`src/rtl/conv_mult_pkg.sv`:
```
// Shared types and defaults for the sequential signed multiplier.
// Holds the FSM state encoding and the default operand width.
package conv_mult_pkg;

    localparam int DEFAULT_WIDTH = 8;

    typedef enum logic [1:0] {
        IDLE = 2'd0,
        CALC = 2'd1,
        DONE = 2'd2
    } state_t;

endpackage

```
`src/rtl/operand_magnitude.sv`:
```
// Two's-complement operand to unsigned magnitude; most-negative maps to 2^(WIDTH-1).
// Latency: combinational. Backpressure: none.
module operand_magnitude #(
    parameter int WIDTH = 8
) (
    input  logic [WIDTH-1:0] x,
    output logic [WIDTH-1:0] mag
);

    assign mag = x[WIDTH-1] ? (~x + {{(WIDTH-1){1'b0}}, 1'b1}) : x;

endmodule

```
`src/rtl/seq_signed_multiplier.sv`:
```
// Shift-add signed multiplier on magnitudes, one multiplier bit per cycle (IDLE/CALC/DONE).
// Latency: accept at edge k -> out_valid after edge k+WIDTH; zero operands shortcut when MULT_EARLY_DONE_EN is defined.
// Backpressure: product held in DONE until out_ready; in_ready only in IDLE, so no new accept while a result waits.
module seq_signed_multiplier
    import conv_mult_pkg::*;
#(
    parameter int WIDTH = DEFAULT_WIDTH
) (
    input  logic               clk,
    input  logic               rst_n,
    input  logic               in_valid,
    output logic               in_ready,
    input  logic [WIDTH-1:0]   a,
    input  logic [WIDTH-1:0]   b,
    output logic               out_valid,
    input  logic               out_ready,
    output logic [2*WIDTH-1:0] product,
    output logic               busy
);

    localparam int CW = $clog2(WIDTH);

    state_t               state, state_nx;
    logic [WIDTH-1:0]     mag_a, mag_b;
    logic [2*WIDTH-1:0]   mcand;
    logic [WIDTH-1:0]     mplier;
    logic [2*WIDTH-1:0]   acc;
    logic [2*WIDTH-1:0]   acc_next;
    logic [2*WIDTH-1:0]   prod_final;
    logic [CW-1:0]        cnt;
    logic                 sign;
    logic                 accept;
    logic                 last;

    operand_magnitude #(.WIDTH(WIDTH)) u_mag_a (.x(a), .mag(mag_a));
    operand_magnitude #(.WIDTH(WIDTH)) u_mag_b (.x(b), .mag(mag_b));

    assign in_ready  = (state == IDLE);
    assign out_valid = (state == DONE);
    assign busy      = (state != IDLE);
    assign accept    = in_valid && in_ready;
    assign last      = (cnt == CW'(WIDTH - 1));

    // mcand is pre-shifted each cycle so it always equals |a| << bit index
    assign acc_next   = acc + (mplier[0] ? mcand : '0);
    // A zero magnitude stays zero regardless of sign
    assign prod_final = (sign && (acc_next != '0)) ? -acc_next : acc_next;

    always_ff @(posedge clk) begin
        if (!rst_n) begin
            state <= IDLE;
        end else begin
            state <= state_nx;
        end
    end

    always_comb begin
        state_nx = state;
        case (state)
            IDLE: begin
                if (accept) begin
`ifdef MULT_EARLY_DONE_EN
                    if ((mag_a == '0) || (mag_b == '0)) begin
                        state_nx = DONE;
                    end else begin
                        state_nx = CALC;
                    end
`else
                    state_nx = CALC;
`endif
                end
            end
            CALC: begin
                if (last) begin
                    state_nx = DONE;
                end
            end
            DONE: begin
                if (out_ready) begin
                    state_nx = IDLE;
                end
            end
            default: state_nx = IDLE;
        endcase
    end

    always_ff @(posedge clk) begin
        if (!rst_n) begin
            mcand   <= '0;
            mplier  <= '0;
            acc     <= '0;
            cnt     <= '0;
            sign    <= 1'b0;
            product <= '0;
        end else begin
            case (state)
                IDLE: begin
                    if (accept) begin
                        mcand   <= {{WIDTH{1'b0}}, mag_a};
                        mplier  <= mag_b;
                        acc     <= '0;
                        cnt     <= '0;
                        sign    <= a[WIDTH-1] ^ b[WIDTH-1];
                        product <= '0;
                    end
                end
                CALC: begin
                    acc    <= acc_next;
                    mcand  <= mcand << 1;
                    mplier <= mplier >> 1;
                    cnt    <= cnt + CW'(1);
                    if (last) begin
                        product <= prod_final;
                    end
                end
                default: ;
            endcase
        end
    end

endmodule

```
`config.mk`:
```
export PLATFORM = sky130hd
export DESIGN_NAME = seq_signed_multiplier
export DESIGN_NICKNAME = d
export VERILOG_FILES = /design/src/rtl/conv_mult_pkg.sv /design/src/rtl/operand_magnitude.sv /design/src/rtl/seq_signed_multiplier.sv
export SDC_FILE = /design/constraint.sdc
export NUM_CORES = 1
export LEC_CHECK = 0
export ABC_CLOCK_PERIOD_IN_PS = 4000
export CAP_MARGIN = 20
export CORE_UTILIZATION = 44
export DETAILED_ROUTE_END_ITERATION = 12
export GPL_ROUTABILITY_DRIVEN = 0
export MAX_ROUTING_LAYER = met4
export PLACE_DENSITY_LB_ADDON = 0.05
export SLEW_MARGIN = 20
export SYNTH_ARGS = -nofsm -noshare
export SYNTH_HDL_FRONTEND = slang
export SYNTH_SLANG_ARGS = --single-unit
```
`constraint.sdc`:
```
create_clock -name clk -period 4 [get_ports clk]
set_clock_uncertainty 0.05 [all_clocks]
set_input_delay 0.4 -clock clk [delete_from_list [all_inputs] [get_ports clk]]
set_output_delay 0.4 -clock clk [all_outputs]
set_load 0.02 [all_outputs]
```
==> metrics.txt <==
clk sink count=62; Startpoint Class=flop; Mapped Avg Cell Area=7.98 um2; critical path's largest stage delay=0.55 ns; critical path type=reg2reg; first-pass GRT wire length=15800 um; GRT overflow=0; wirelength, routed=9810 um; share of cells above drive strength 1=6.81%; worst-skew pair later-pin latency=0.35 ns; final period utilization=94.8%; antenna-violating nets left=0; unrepaired setup endpoints after global routing=false; WP buf/inv=0; Max Transition Viols Final=0; Max Freq=264 MHz; post-synthesis sequential area ratio=31.7%; TritonRoute pass-1 iters=4; number of synthesized flops with an enable pin=0; Reg clk slew, reported paths=0.07 ns; CTS Hold Buffers Added=0; final-stage net count=565; I/O pins=39; Root Buffer=clkbuf_8; initial antenna violation count=0; cell count after synthesis=491; row count=34; ys flop type=dfxtp_1; Worst Setup Slack post-DPL=0.231 ns; Die Width=96.3 um; post-synth cell types=59; Post-route DRC=0; Vias/cell=5.60; PortBufs=38; CTS tree=done; detailed-placement wirelength estimate=7020 um; post-cts gate resize count=0; Hold/Removal Path Class=reg2reg; Setup-failing EPs final=0; cts bufs inserted=9; number of fill cells=857; antenna fix cells=0; initial DRC count=164; crit path max-delay cell type=or4_4; DP Area=4410 um2; vias in the first global route=3183; most frequent cells in the layout=62 x dfxtp_1, 59 x nand2_1, 38 x clkdlybuf4s50_1; max-cap viol count=0; Async SR Flop Fraction=0%; Clock Path Buffers=2; Final WS setup=0.209 ns; sum of negative setup slack=0 ns; final instance area=4660 um2; Die ar.=9280 um2; Critical Path RT=4.19 ns; worst path cell trace=and2_1 > ha_1 > fa_1 > a21o_1 > a21oi_2 > xnor2_1 > or3_1 > or4_4 > or4b_1 > o41ai_2 > mux2i_1 > a21o_1; CP endpoint kind=flop; mapped cell area=3920 um2; Die H=96.3 um; vias=3567; Slew headroom=38.9%; most used cell along the critical path=a21o_1; pin count of the biggest net entering global routing=49; postcts setup bufs=0; commonest non-fill, non-tap cell in the layout=dfxtp_1; Hold Vio Cnt, Final=0; Yosys reg bits=62; wire length per cell=15.4 um; register area=1240 um2; Multi-input gate area=2510 um2; initial core utilization=45.1%; worst-path maximum fanout=4; Worst VDD drop=0.245 mV; total leakage power=1.81 nW; H-tree depth=3; synth-to-layout area growth=19.0%; Slew @ Worst Pin=0.915 ns; Core Region=8680 um2; All-Layer GR Usage=23.1%; data arrival time of the critical path=3.98 ns; net count after synthesis=532; synth warn=0; Final Critical Period=3.79 ns; outcome=complete, no violations; worst reg2reg setup slack=0.21 ns; power per cell area=324 nW/um2; Top delay family on crit path=simple AND/OR/NAND/NOR gates
## worst reg2reg max path, cell delays in order (launching register included)
cell and delay (ns):
dfxtp_1 0.32, and2_1 0.16, ha_1 0.22, fa_1 0.42, a21o_1 0.21, a21oi_2 0.15, xnor2_1 0.13, or3_1 0.42
or4_4 0.55, or4b_1 0.54, o41ai_2 0.25, mux2i_1 0.12, a21o_1 0.16
## final cells by class
| class | instances | area share (%) |
|---|---|---|
| timing repair buffer | 50 | 10.1 |
| tap | 108 | 2.90 |
| inverter | 14 | 1.13 |
| clock inverter | 6 | 2.34 |
| sequential | 62 | 26.6 |
| multi-input combinational | 387 | 54.0 |
| clock buffer | 10 | 2.95 |
## cells by family (layout without fill, tap and decap cells)
family / after synthesis / after routing / share of synthesized area [%]
xor+xnor: 30 / 30 / 6.71
simple gates: 201 / 201 / 25.8
compound gates: 131 / 131 / 23.7
flops: 62 / 62 / 31.7
mux: 4 / 4 / 1.02
buf+inv: 42 / 80 / 4.22
fa+ha+maj: 21 / 21 / 6.90
## cell usage after synthesis (12+ instances only)
cell type | number | area, um2
clkbuf_1 | 23 | 86.3
nor2b_1 | 20 | 125
nand3_1 | 29 | 145
xnor2_1 | 14 | 123
dfxtp_1 | 62 | 1240
nand2_1 | 59 | 221
a21oi_1 | 13 | 65.1
a21boi_0 | 24 | 180
inv_1 | 14 | 52.6
xor2_1 | 16 | 140
o21ai_1 | 12 | 60.1
and2_1 | 24 | 150
ha_1 | 20 | 250
o21ai_0 | 16 | 80.1
nor2_1 | 29 | 109
## report_power, final
part           internal, mW  switching [mW]  leakage [nW]
Combinational        0.0746           0.105          1.18
Clock                 0.430           0.254         0.126
Sequential            0.632          0.0147         0.503
## path summary, 6_finish.rpt
| kind | cells after the start | startpoint | to |
|---|---|---|---|
| worst max-delay path | 12 | mcand[0] | product[1] |
| worst min-delay path | 2 | product[14] | product[14] |
| worst max register to register | 12 | mcand[0] | product[1] |
| worst min register to register | 2 | product[14] | product[14] |
## state kept, by name (all words and copies together) (netlist names)
signal and count:
sign 1, acc 16, cnt 3, mplier 8
product 16, mcand 16, state 2
## stage by stage
step / total power [mW] / util [%] / hold slack [ns] / instances
final: 1.51 / 53.7 / 0.395 / 637
after global routing: 1.57 / 53.7 / 0.422 / 637
after CTS: 1.52 / 53.7 / 0.403 / 637
after detailed placement: 0.842 / 50.9 / 0.391 / 621
after global placement: 0.839 / 50.9 / 0.386 / 621
after floorplan: 0.777 / - / 0.399 / 491
## per-layer routing
layer | GRT usage, % | vias up | share of wire [%]
met5 | - | - | 0
met4 | 7.84 | 0 | 1.4
met2 | 34.8 | 64 | 44
li1 | - | 1824 | -
met3 | 3.95 | 14 | 3.1
met1 | 31.1 | 1665 | 51
No activity file was read; power rests on OpenSTA's default activity.
